<file path="src/rtl/mux_arb.sv">
// N-channel to one registered-output arbiter: fixed priority (MODE 0) or round-robin (MODE 1).
// Defining MUX_ARB_PARITY_EN adds a registered even-parity bit (out_parity) for the loaded word.
module mux_arb #(
    parameter int unsigned WIDTH    = 32,
    parameter int unsigned CHANNELS = 4,
    parameter int unsigned MODE     = 0,
    localparam int unsigned CW      = $clog2(CHANNELS)
) (
    input  logic                      clk,
    input  logic                      reset_n,
    input  logic [CHANNELS-1:0]       in_valid,
    input  logic [0:CHANNELS*WIDTH-1] in_data,
    output logic [CHANNELS-1:0]       in_ready,
    output logic [0:WIDTH-1]          out_data,
    output logic                      out_resp,
    input  logic                      out_ready,
    output logic [CW-1:0]             out_chan
`ifdef MUX_ARB_PARITY_EN
    ,
    output logic                      out_parity
`endif
);

    typedef enum logic [0:0] {StEmpty, StFull} state_e;

    state_e            state_q, state_d;
    logic [CW-1:0]     ptr_q, ptr_d;
    logic [0:WIDTH-1]  data_q, data_d;
    logic [CW-1:0]     chan_q, chan_d;
    logic [CW-1:0]     grant;
    logic              found;
    logic [0:WIDTH-1]  sel_data;
    logic              take, any, xfer;
    int unsigned       idx;

    assign take = (state_q == StEmpty) || out_ready;
    assign any  = |in_valid;
    // Reset gates the handshake so nothing is accepted while reset_n is low.
    assign xfer = reset_n && take && any;

    // Search order starts at ptr+1 in round-robin mode, at channel 0 otherwise.
    always_comb begin
        grant = '0;
        found = 1'b0;
        idx   = 0;
        for (int i = 0; i < CHANNELS; i++) begin
            if (MODE == 1) idx = (int'(ptr_q) + 1 + i) % CHANNELS;
            else           idx = i;
            if (!found && in_valid[CW'(idx)]) begin
                found = 1'b1;
                grant = CW'(idx);
            end
        end
    end

    always_comb begin
        sel_data = '0;
        for (int k = 0; k < CHANNELS; k++) begin
            if (grant == CW'(k)) sel_data = in_data[k*WIDTH +: WIDTH];
        end
    end

    always_comb begin
        state_d  = state_q;
        ptr_d    = ptr_q;
        data_d   = data_q;
        chan_d   = chan_q;
        in_ready = '0;
        if (xfer) begin
            in_ready = {{(CHANNELS-1){1'b0}}, 1'b1} << grant;
            state_d  = StFull;
            data_d   = sel_data;
            chan_d   = grant;
            if (MODE == 1) ptr_d = grant;
        end else if (take) begin
            state_d = StEmpty;
            data_d  = '0;
            chan_d  = '0;
        end
    end

    always_ff @(posedge clk) begin
        if (!reset_n) begin
            state_q <= StEmpty;
            ptr_q   <= CW'(CHANNELS - 1);
            data_q  <= '0;
            chan_q  <= '0;
        end else begin
            state_q <= state_d;
            ptr_q   <= ptr_d;
            data_q  <= data_d;
            chan_q  <= chan_d;
        end
    end

    assign out_data = data_q;
    assign out_chan = chan_q;
    assign out_resp = (state_q == StFull);

`ifdef MUX_ARB_PARITY_EN
    logic parity_q;
    always_ff @(posedge clk) begin
        if (!reset_n) parity_q <= 1'b0;
        else          parity_q <= ^data_d;
    end
    assign out_parity = parity_q;
`endif

endmodule

</file>
<file path="config.mk">
export PLATFORM = sky130hd
export DESIGN_NAME = mux_arb
export DESIGN_NICKNAME = d
export VERILOG_FILES = /design/src/rtl/mux_arb.sv
export SDC_FILE = /design/constraint.sdc
export NUM_CORES = 1
export LEC_CHECK = 0
export ABC_AREA = 1
export CAP_MARGIN = 5
export CORE_MARGIN = 5
export CORE_UTILIZATION = 30
export DETAILED_ROUTE_END_ITERATION = 12
export MAX_ROUTING_LAYER = met4
export PLACE_DENSITY = 0.69
export SLEW_MARGIN = 20
export SYNTH_ARGS = -nofsm -noshare
export SYNTH_HDL_FRONTEND = slang
export SYNTH_SLANG_ARGS = --single-unit
</file>
<file path="constraint.sdc">
create_clock -name clk -period 2.7 [get_ports clk]
set_clock_uncertainty 0.2 [all_clocks]
set_input_delay 0.54 -clock clk [delete_from_list [all_inputs] [get_ports clk]]
set_output_delay 0.54 -clock clk [all_outputs]
set_load 0.02 [all_outputs]
</file>
**Word level (Yosys, flattened, before mapping)**

Cells that the tools add are included.
W data, S select, Z words.

- Flip-flop bits (word level): 35
- Input bits: 135
- Output and inout bits: 39
- Logic and storage cells: 37

- Eq/ne operators: 3
- Shift operators: 1
- Multiplexer cells: 17
- Bitwise gates (word level): 1
- Reduce and logical (&&, ||, !) cells: 12

Operator list:

| kind | count |
|---|---|
| $mux W32 | 6 |
| $mux W2 | 4 |
| $mux W1 | 6 |
| $logic_and A1 B1 Y1 | 5 |
| $eq A2 B2 Y1 const B | 2 |
| $mux W4 | 1 |
| $reduce_or A4 Y1 | 1 |
| $shl A1 B2 Y4 const A | 1 |
| $logic_not A1 Y1 | 3 |
| $eq A2 B1 Y1 const B | 1 |
| $logic_not A2 Y1 | 1 |
| $reduce_bool A2 Y1 | 1 |
| $logic_or A1 B1 Y1 | 1 |
| $not A1 Y1 | 1 |

**Depth between registers and ports, before layout**

Gate-level depths: netlist (run 1).

- Depth in word-level cells: 16
- Gate-level depth with buffers: 10
- Mapped depth without buffers: 8

**Least setup slack after synthesis (run 1)**

No wires, ideal clock.

- Path type: input to output
- From: input in_valid[2]
- To: output in_ready[2]
- Arrival: 1.759 ns
- Data required time: 1.960 ns
- Slack: 0.201 ns
- Stages: 6
- Buffers on the path: 2
- Cells stage by stage: buf_2 nor2_1 nand2_1 nand2_2 buf_2 nor4_1

- Longest elaborated chain between the ends: 7
- Elaborated cells on any way between the ends: 10
- Classes of those cells: 1 x shift; 4 x mux; 5 x reduce/logical

RTL lines:

| what | line | source |
|---|---|---|
| start: declaration | 11 | `input logic [CHANNELS-1:0] in_valid,` |
| $logic_and A1 B1 Y1 | 49 | `if (!found && in_valid[CW'(idx)]) begin` |
| $mux W1 | 49 |  |
| $logic_not A1 Y1 | 49 |  |
| $logic_and A1 B1 Y1 | 49 |  |
| $mux W2 | 49 |  |
| $shl A1 B2 Y4 | 70 | `in_ready = {{(CHANNELS-1){1'b0}}, 1'b1} << grant;` |
| $mux W4 (*) | 69 | `if (xfer) begin` |
| end: declaration | 13 | `output logic [CHANNELS-1:0] in_ready,` |

Mark *: on every way between the ends. The rest lies on a longest branch, timed or not.

**Worst setup path after layout (run 1)**

- From: input in_valid[2]
- To: output in_ready[1]

The elaborated chain is that of the path after synthesis.

==> results of run 1 <==
[cell usage in the layout, fill, tap and decap left out]
| cell type | netlist | layout |
|---|---|---|
| nand2_2 | 1 | 1 |
| buf_4 | 4 | 18 |
| o21ai_0 | 2 | 2 |
| clkinv_1 | 1 | 1 |
| nor2_1 | 69 | 68 |
| nor2_2 | 1 | 2 |
| nand3_2 | 0 | 1 |
| dlygate4sd2_1 | 0 | 1 |
| nor4_2 | 0 | 1 |
| nand3_1 | 98 | 97 |
| clkbuf_2 | 0 | 1 |
| clkdlybuf4s50_1 | 0 | 169 |
| dfxtp_1 | 35 | 35 |
| inv_2 | 20 | 20 |
| nor2_4 | 1 | 1 |
| nand2_1 | 170 | 170 |
| buf_12 | 0 | 1 |
| bufinv_16 | 0 | 1 |
| inv_1 | 19 | 19 |
| clkbuf_8 | 0 | 6 |
| o21ai_2 | 1 | 1 |
| clkinv_2 | 0 | 1 |
| buf_2 | 16 | 1 |
| clkdlybuf4s15_2 | 0 | 1 |
[path summary, 6_finish.rpt]
path / start / endpoint / slack [ns] / cells past startpoint
max: in_valid[2] / in_ready[1] / 0.11 / 7
max reg2reg: out_resp / out_data[29] / 1.03 / 7
min: out_data[16] / out_data[16] / 0.25 / 2
min reg2reg: out_data[16] / out_data[16] / 0.25 / 2
[layer usage]
layer  track usage [%]  up-vias  wire length, um
met5                 -        -                0
met4             5.181        0               99
met3             4.448       10              747
met2             32.11      136             4774
met1             23.96     1459             4224
li1                  -     1721                -
[tightest hold or removal path: stages, from the launching register on]
cell and delay [ns]:
dfxtp_1 0.31, nand2_1 0.06, nand2_1 0.04
[power groups by stage]
stage,logic (uW),registers [uW],clock network [uW]
2_1_floorplan,199,653,0
3_3_place_gp,609,596,0
4_1_cts,615,585,509
3_5_place_dp,614,597,0
5_1_grt,663,591,530
6_report,610,585,491
[cell families after synthesis]
| kind of cell | Yosys count | share of synthesized area [%] |
|---|---|---|
| compound gates | 3 | 0.7673 |
| buf+inv | 69 | 12.63 |
| flops | 35 | 28.64 |
| simple gates | 341 | 57.95 |
[final cells by class]
class / instances / area share, %
clock inverters: 2 / 0.7914
repair buffers: 192 / 42.40
clock buffers: 6 / 1.865
multi-input cells: 344 / 32.76
inverters: 40 / 3.392
flip-flops and latches: 35 / 15.83
well taps: 105 / 2.968
[through the flow]
stage	cell area, um^2	TNS (ns)
6_report	4427	0
5_1_grt	4427	0
4_1_cts	4429	0
2_1_floorplan	2446	0
3_3_place_gp	4310	-2.958
3_5_place_dp	4310	-3.219
[flip-flops by register name (all words and copies together) (netlist names)]
| register | flops |
|---|---|
| out_resp | 1 |
| out_chan | 2 |
| out_data | 32 |
[repair_timing]
action	in CTS	in global routing
setup endpoints to repair	4	3
hold buffers	0	0
gates resized for setup	10	4
gates cloned	0	0
==> summary.md, run 1 <==
| Metric | Value |
|---|---|
| Final Hold Viols | `0` |
| Final cell count without fillers | `724` |
| Number of I/O port buffers | `about 170` |
| Crit path arrival time | `1.85 ns` |
| Tot GR Track Use | `19.47%` |
| Initial drt markers | `around 130` |
| Die height | `100.3 um` |
| Switching Share | `roughly 29%` |
| Clk_lat worst skew | `0.28 ns` |
| Die width | `between 100 and 150 um` |
| DRT antenna net count | `0` |
| Crit path buf inv count | `4` |
| Synth Cell Area | `0.002446 mm^2` |
| Synth Register Bits | `35` |
| CP max stage cell | `clkdlybuf4s50_1` |
| Number of detailed-route iterations in the first pass | `4` |
| H-tree depth | `2` |
| Leakage power | `between 0.002 and 0.0025 uW` |
| Inst Count DP | `716` |
| Asr flop ratio synth | `0%` |
| Dpl ws | `-0.3249 ns` |
| Multi-input logic area | `0.001450 mm^2` |
| Yosys cell types | `17` |
| Register area share after synthesis | `28.64%` |
| Final period util | `96.08%` |
| Post-route setup slack | `0.1058 ns` |
| Nets | `753` |
| Core area | `0.008093 mm^2` |
| Least-Margin Pin Slew | `0.6558 ns` |
| # fillers | `830` |
| CTS Sinks | `35` |
| GPL Wtd Cong | `~0.87` |
| Synth Area per Inst | `5.460 um^2` |
| Antenna fix cells | `0` |
| CTS clk-pin slew, worst paths | `0.07 ns` |
| Top-count cell post-synth | `nand2_1` |
| WL final | `9.846 mm` |
| Unrepaired setup endpoints after global routing | `no` |
| Combinational power share | `between 30 and 40%` |
| Grt ovf | `0` |
| CTS root buf | `clkbuf_8` |
| Layout cells sized above 1 | `9.208%` |
| Global-route wire length before repair | `approximately 15 mm` |
| Setup CP Type | `in2out` |
| EDFF count, synth | `0` |
| Largest net degree at the start of global routing | `65` |
| Register share of total power | `34.7%` |
| Layout Utilization | `54.70%` |
| Synth-to-layout area growth | `80.97%` |
| DR WL/cell | `13.60 um` |
| Reg area | `between 700 and 800 um^2` |
| Slew HR | `56.28%` |
| CTS tree | `yes` |
| Dominant cell type by area after synthesis | `dfxtp_1` |
| Int Pwr | `1197 uW` |
| Max-cap viol count | `0` |
| Nature of the critical path startpoint | `input pin` |
| Max-slew violations | `0` |
| Total die area | `0.01006 mm^2` |
| Clock power share | `between 20% and 30%` |
| Num CTS Buffers | `5` |
| Pwr Density | `381.1 mW/mm^2` |
| Critical Path Sink Type | `output port` |
| Yosys warning count | `0` |
| Rows | `33` |
| Max Root-Sink Buffers | `2` |
| Total power | `1687 uW` |
| Vias | `~3.3k` |
| Worst path required time | `1.96 ns` |
| Number of top-level pins | `roughly 170` |
| Dominant synthesized flop cell | `dfxtp_1` |
| Drt drc | `0` |
| Crit-path cells | `clkdlybuf4s50_1 -> nor2_1 -> nand2_1 -> buf_4 -> nand3_1 -> inv_1 -> dlygate4sd2_1` |
| Post-CTS Setup Repair Bufs | `0` |
| Crit-path leading delay family | `buffers and inverters` |
| Initial antenna violation count | `0` |
| Switching power | `489.8 uW` |
| Hold Crit Class | `reg2reg` |
| Max Freq | `between 0.3 and 0.4 GHz` |
| Final setup fails | `0` |
| Vias in the first global route | `approximately 3.2k` |
| Top post-synthesis cells by area | `dfxtp_1 (29%), nand2_1 (26%), nand3_1 (20%)` |
| Fin crit period | `roughly 2.6 ns` |
| Synth top area share | `28.64%` |
| Vias per cell | `4.594` |
| Crit Path Max Fanout | `3` |
| Highest cell delay on the worst timing path | `0.56 ns` |
| Dpl hpwl | `7.379 mm` |
| Max VDD drop | `0.2023 mV` |
| Post-Syn Instances | `approximately 450` |
| Commonest cells in the netlist | `nand2_1 (170), nand3_1 (98), nor2_1 (69)` |
| Run status | `complete, no violations` |
| Hold Slack | `between 0.2 and 0.3 ns` |
| Syn Nets | `between 500 and 600` |
| Initial Util | `30.23%` |
No activity file was read; power rests on OpenSTA's default activity.
==> run 2, diff against run 1 <==
--- a/config.mk
+++ b/config.mk
@@ -12,6 +12,7 @@
 export DETAILED_ROUTE_END_ITERATION = 12
 export MAX_ROUTING_LAYER = met4
 export PLACE_DENSITY = 0.69
+export SKIP_LAST_GASP = 1
 export SLEW_MARGIN = 20
 export SYNTH_ARGS = -nofsm -noshare
 export SYNTH_HDL_FRONTEND = slang
==> constraint.sdc (replaced) <==
create_clock -name clk -period 2.75 [get_ports clk]
set_clock_uncertainty 0.2 [all_clocks]
set_input_delay 0.55 -clock clk [delete_from_list [all_inputs] [get_ports clk]]
set_output_delay 0.55 -clock clk [all_outputs]
set_load 0.02 [all_outputs]
==> run 2 against run 1 <==
Net effect:
- clock-buffer cell count is 1 lower
- die area is the same
- register-to-register slack improved by 0.05 ns
- cell count unchanged
- first-iteration DRC count fell by 24%
- global-route usage up 0.16 points
- critical path type unchanged
- largest power group unchanged
==> summary.md, run 2 (synthesis gave the netlist of run 1 again) <==
| Metric | Value |
|---|---|
| Run status | `complete, no violations` |
| Inst Count DP | `716 (unchanged)` |
| Post-CTS Setup Repair Bufs | `0 (unchanged)` |
| Met3 WL | `705 um (-5.6%)` |
| Max-cap viol count | `0 (unchanged)` |
| Fin area | `0.004378 mm^2 (-1.1%)` |
| Drt drc | `0 (unchanged)` |
| CTS root buf | `clkbuf_8` |
| Max Freq | `0.3807 GHz` |
| Max VDD drop | `0.1886 mV (-6.8%)` |
| Final cell count without fillers | `724 (unchanged)` |
| Num CTS Buffers | `5 (unchanged)` |
| GPL Wtd Cong | `0.8634 (-0.32%)` |
| Setup CP Type | `in2out` |
| Initial Util | `30.23% (unchanged)` |
| Worst path required time | `2.00 ns (+0.04 ns)` |
| Largest register FFs | `32 (unchanged)` |
| Global-route wire length before repair | `15.51 mm (+0.23%)` |
| Initial antenna violation count | `0 (unchanged)` |
| Core area | `0.008093 mm^2 (unchanged)` |
| Grt ovf | `0 (unchanged)` |
| Die height | `100.3 um (unchanged)` |
| Leakage power | `0.002114 uW (-0.65%)` |
| Sum Neg Setup Slack | `0 ns (unchanged)` |
| Fin crit period | `2.627 ns` |
| Nature of the critical path startpoint | `input pin` |
| Dpl hpwl | `7.321 mm (-0.78%)` |
| Layout Utilization | `54.10% (-0.60 points)` |
| Crit path arrival time | `1.88 ns (+0.03 ns)` |
| Vias in the first global route | `3285 (+1.5%)` |
| Critical Path Sink Type | `output port` |
| Layout cells sized above 1 | `8.885% (-0.32 points)` |
| Initial drt markers | `98 (-24%)` |
| Pwr Density | `350.0 mW/mm^2 (-8.2%)` |
| Unrepaired setup endpoints after global routing | `no` |
| Tot GR Track Use | `19.63% (+0.16 points)` |
| WL final | `9.799 mm (-0.48%)` |
| Highest-count cells in the layout ignoring fill and taps | `nand2_1 (170), clkdlybuf4s50_1 (169), nand3_1 (97), nor2_1 (69), dfxtp_1 (35)` |
| Largest net degree at the start of global routing | `65 (unchanged)` |
| Die width | `100.3 um (unchanged)` |
| Placement Cell Area | `0.004310 mm^2 (unchanged)` |
| Final period util | `between 90% and 100%` |
| CTS Hold Buffers Added | `0 (unchanged)` |
| Slew HR | `55.65% (-0.63 points)` |
| Nets | `753 (unchanged)` |
| Final setup fails | `0 (unchanged)` |
| Number of detailed-route iterations in the first pass | `5 (+1)` |
| M1 WL | `4.340 mm (+2.7%)` |
| Clk_lat worst skew | `0.28 ns (about the same)` |
| Hold Crit Class | `reg2reg` |
| DR WL/cell | `13.53 um (-0.48%)` |
| Max layer used | `met4` |
| CTS Sinks | `35 (unchanged)` |
| Crit Path Max Fanout | `4 (+1)` |
| Max-slew violations | `0 (unchanged)` |
| CTS tree | `yes` |
| Rows | `33 (unchanged)` |
| Total die area | `0.01006 mm^2 (unchanged)` |
| DRT antenna net count | `0 (unchanged)` |
| Max Root-Sink Buffers | `2 (unchanged)` |
| Number of top-level pins | `174 (unchanged)` |
| CTS clk-pin slew, worst paths | `0.08 ns (about the same)` |
| Vias | `3343 (+0.51%)` |
| Number of I/O port buffers | `173 (unchanged)` |
| Synth-to-layout area growth | `78.98%` |
| Least-Margin Pin Slew | `0.6653 ns (+0.009455 ns)` |
| Met2 wire length | `4.581 mm (-4.0%)` |
| H-tree depth | `2 (unchanged)` |
| Antenna fix cells | `0 (unchanged)` |
| Vias per cell | `4.617 (+0.51%)` |
| Final Hold Viols | `0 (unchanged)` |
| Most common cell after layout, fill and taps aside | `nand2_1` |
==> run 2: cell count changes in the layout (fill, tap and decap cells not counted), sizes merged <==
| cell | previous run | this run |
|---|---|---|
| buf | 20 | 19 |
| clkinv | 2 | 4 |
| clkbuf | 7 | 8 |
| bufinv | 1 | 0 |
| clkdlybuf4s15 | 1 | 0 |
==> run 2: worst max-delay path, stage by stage <==
cell,delay [ns]
clkdlybuf4s50_1,0.56
buf_4,0.17
inv_1,0.06
nand2_1,0.05
nand2_1,0.04
nand2_1,0.07
nand2_1,0.05
nor2_1,0.13
clkbuf_2,0.19
==> run 2: report_power, final <==
part	switching (uW)	total, uW	internal [uW]
clock network	186	359	173
registers	22.8	575	552
logic	269	598	329
==> run 2: metal layers <==
| layer | GRT usage [%] | up-vias |
|---|---|---|
| li1 | - | 1721 |
| met1 | 24.19 | 1471 |
| met2 | 32.21 | 138 |
| met3 | 4.517 | 13 |
| met4 | 5.389 | 0 |
| met5 | - | - |
==> run 2: worst paths after layout <==
| check | startpoint | end | slack [ns] | cells past startpoint |
|---|---|---|---|---|
| worst max-delay path | in_valid[2] | in_ready[0] | 0.12 | 9 |
| worst min-delay path | out_data[17] | out_data[17] | 0.25 | 2 |
| worst max register to register | out_resp | out_data[6] | 1.08 | 7 |
| worst min register to register | out_data[17] | out_data[17] | 0.25 | 2 |
==> run 2: area by class of cell <==
| type | count | area [um^2] |
|---|---|---|
| timing repair buffer | 192 | 1871 |
| sequential | 35 | 700.7 |
| inverter | 40 | 150.1 |
| fill | 820 | 3715 |
| clock inverter | 3 | 15.01 |
| clock buffer | 5 | 68.82 |
| tap | 105 | 131.4 |
| multi-input combinational | 344 | 1441 |
==> run 2: through the flow <==
stage / setup WS, ns / hold slack (ns) / power (uW)
after detailed placement: -0.3064 / 0.2381 / 1189
after floorplan: 0.2312 / 0.3311 / 835.7
after global routing: 0.02655 / 0.2672 / 1634
after CTS: -0.02666 / 0.2533 / 1556
final: 0.1230 / 0.2502 / 1532
after global placement: -0.2842 / 0.2354 / 1183
==> run 2: what timing repair did <==
item                                   4_1_cts  5_1_grt
endpoints found under the hold margin        0        0
setup endpoints to repair                    4        3
resized for setup                            5        6
==> run 3, diff against run 2 <==
--- a/config.mk
+++ b/config.mk
@@ -12,6 +12,7 @@
 export DETAILED_ROUTE_END_ITERATION = 12
 export MAX_ROUTING_LAYER = met4
 export PLACE_DENSITY = 0.69
+export REMOVE_ABC_BUFFERS = 1
 export SKIP_LAST_GASP = 1
 export SLEW_MARGIN = 20
 export SYNTH_ARGS = -nofsm -noshare
==> run 3 against run 2 <==
Net effect:
- critical endpoint is now in_ready[1]
- sequential share of layout area shrank 0.13 points
- register-to-register slack lost 0.11 ns
- power increased by 3.6%
- global-route usage fell by 0.15 points
- maximum frequency is 0.65% lower
- die area did not move
==> summary.md, run 3 (synthesis gave the netlist of run 1 again) <==
| Metric | Value |
|---|---|
| Int Pwr | `1113 uW (+5.6%)` |
| Crit-path cells | `clkdlybuf4s50_1 -> nor2_4 -> nand2_1 -> buf_4 -> nand3_1 -> inv_1 -> dlygate4sd2_1` |
| Crit path buf inv count | `4 (unchanged)` |
| Initial Util | `30.23% (unchanged)` |
| Crit-path leading delay family | `buffers and inverters` |
| R2R Path End | `out_chan[1]` |
| Slew HR | `55.86% (+0.21 points)` |
| Max VDD drop | `0.1714 mV (-9.1%)` |
| WL final | `9.771 mm (-0.29%)` |
| Rows | `33 (unchanged)` |
| Number of top-level pins | `174 (unchanged)` |
| Reg2reg start | `out_resp` |
| Cell count along the critical path | `7 (-2)` |
| # fillers | `809 (-1.3%)` |
| Max-slew violations | `0 (unchanged)` |
| Initial antenna violation count | `0 (unchanged)` |
| Max Freq | `0.3782 GHz (-0.65%)` |
| Leakage power | `0.002128 uW (+0.65%)` |
| Highest cell delay on the worst timing path | `0.46 ns (-0.10 ns)` |
| Fin area | `0.004414 mm^2 (+0.83%)` |
| Num CTS Buffers | `5 (unchanged)` |
| CTS root buf | `clkbuf_8` |
| CTS clk-pin slew, worst paths | `0.07 ns (about the same)` |
| Nets | `755 (+0.27%)` |
| Global-route wire length before repair | `15.45 mm (-0.40%)` |
| Synth-to-layout area growth | `80.46%` |
| Crit path arrival time | `1.89 ns (about the same)` |
| Least-Margin Pin Slew | `0.6621 ns (-0.003162 ns)` |
| Dpl hpwl | `7.283 mm (-0.53%)` |
| Nature of the critical path startpoint | `input pin` |
| Initial drt markers | `117 (+19%)` |
| CP startpoint | `in_valid[1]` |
| DRT antenna net count | `0 (unchanged)` |
| Final setup fails | `0 (unchanged)` |
| CTS Sinks | `35 (unchanged)` |
| Worst reg2reg path depth | `7 (unchanged)` |
| Unrepaired setup endpoints after global routing | `no` |
| Post-CTS Setup Repair Bufs | `0 (unchanged)` |
| Combinational power share | `37.8% (-1.2 points)` |
| Number of I/O port buffers | `173 (unchanged)` |
| Flop2flop setup slack | `0.97 ns (-0.11 ns)` |
| GPL Wtd Cong | `0.8714 (+0.93%)` |
| Antenna fix cells | `0 (unchanged)` |
| H-tree depth | `2 (unchanged)` |
| CTS tree | `yes` |
| Highest-count cells in the layout ignoring fill and taps | `nand2_1 (170), clkdlybuf4s50_1 (169), nand3_1 (97), nor2_1 (69), dfxtp_1 (35)` |
| Grt ovf | `0 (unchanged)` |
| Max Root-Sink Buffers | `2 (unchanged)` |
| Largest net degree at the start of global routing | `65 (unchanged)` |
| Switching power | `475.0 uW (-0.62%)` |
| Worst path required time | `2.00 ns (about the same)` |
| Total die area | `0.01006 mm^2 (unchanged)` |
| Clock power share | `26.0% (+2.6 points)` |
| CP max stage cell | `clkdlybuf4s50_1` |
| DR WL/cell | `13.46 um (-0.56%)` |
| Drt drc | `0 (unchanged)` |
| Final period util | `96.16% (+0.63 points)` |
| Vias per cell | `4.623 (+0.11%)` |
| Number of detailed-route iterations in the first pass | `5 (unchanged)` |
| CTS Hold Buffers Added | `0 (unchanged)` |
| Critical Path Sink Type | `output port` |
| Setup crit end | `in_ready[1]` |
| Largest register FFs | `32 (unchanged)` |
| Final Hold Viols | `0 (unchanged)` |
| Max-cap viol count | `0 (unchanged)` |
| Die height | `100.3 um (unchanged)` |
| Total power | `1588 uW (+3.6%)` |
| Vias in the first global route | `3313 (+0.85%)` |
| Run status | `complete, no violations` |
| Tot GR Track Use | `19.48% (-0.15 points)` |
| Most common cell after layout, fill and taps aside | `nand2_1` |
| Die width | `100.3 um (unchanged)` |
| Vias | `3356 (+0.39%)` |
| Clk_lat worst skew | `0.29 ns (about the same)` |
| Switching Share | `29.91% (-1.3 points)` |
| Setup CP Type | `in2out` |
| Placement Cell Area | `0.004325 mm^2 (+0.35%)` |
| Fin crit period | `2.644 ns (+0.01728 ns)` |
| Layout cells sized above 1 | `8.857% (-0.029 points)` |
| Register share of total power | `36.2% (-1.3 points)` |
| Pwr Density | `359.8 mW/mm^2 (+2.8%)` |
| Crit Path Max Fanout | `6 (+2)` |
| Hold Crit Class | `reg2reg` |
| Core area | `0.008093 mm^2 (unchanged)` |
-- run 3: how the worst min path moves through the flow --
stage,startpoint,to,slack [ns],depth (start not counted)
final,out_data[25],out_data[25],0.25,2
after global routing,out_data[15],out_data[15],0.27,2
after CTS,out_data[4],out_data[4],0.25,2
after detailed placement,out_data[4],out_data[4],0.24,2
after global placement,out_data[16],out_data[16],0.24,2
after floorplan,out_data[0],out_data[0],0.33,2
-- run 3: metal layers --
layer / up-vias / routed length [um] / global-route usage (%)
li1: 1725 / - / -
met1: 1460 / 4040 / 23.56
met2: 156 / 4589 / 31.65
met3: 15 / 954 / 4.378
met4: 0 / 187 / 7.254
met5: - / 0 / -
-- run 3: per-stage QoR --
step	setup slack, ns	hold slack (ns)	instances	util (%)	TNS (ns)
CTS	-0.01354	0.2532	726	54.62	-0.01354
detailed placement	-0.3158	0.2376	718	53.45	-0.8987
global route	0.003386	0.2651	726	54.55	0
global placement	-0.2532	0.2361	718	53.45	-0.7781
finish	0.1057	0.2489	726	54.55	0
floorplan	-0.8907	0.3311	419	-	-8.960
-- run 3: power groups by stage --
stage / Clock, uW / Combinational (uW) / Sequential [uW]
final: 413 / 600 / 575
after global routing: 450 / 651 / 580
after CTS: 434 / 605 / 575
after detailed placement: 0 / 604 / 586
after global placement: 0 / 599 / 585
after floorplan: 0 / 175 / 641
-- run 3: repair_timing --
item / CTS / global route
endpoints found under the setup margin: 4 / 3
gates resized for setup: 4 / 6
gates cloned: 0 / 0
-- run 3: area by class of cell --
class	instances	area (um^2)	share of cell area, %
clock buffers	8	100.1	2.268
inverters	40	150.1	3.401
repair buffers	194	1891	42.83
flip-flops and latches	35	700.7	15.87
well taps	105	131.4	2.976
multi-input cells	344	1441	32.65
-- run 3: worst register-to-register path: cells and delay by family (launching register included) --
| family | cells | cell delay [ns] |
|---|---|---|
| and+or+nand+nor | 3 | 0.19 |
| buffers and inverters | 3 | 0.88 |
| AOI/OAI and AO/OA | 1 | 0.06 |
| DFF | 1 | 0.32 |
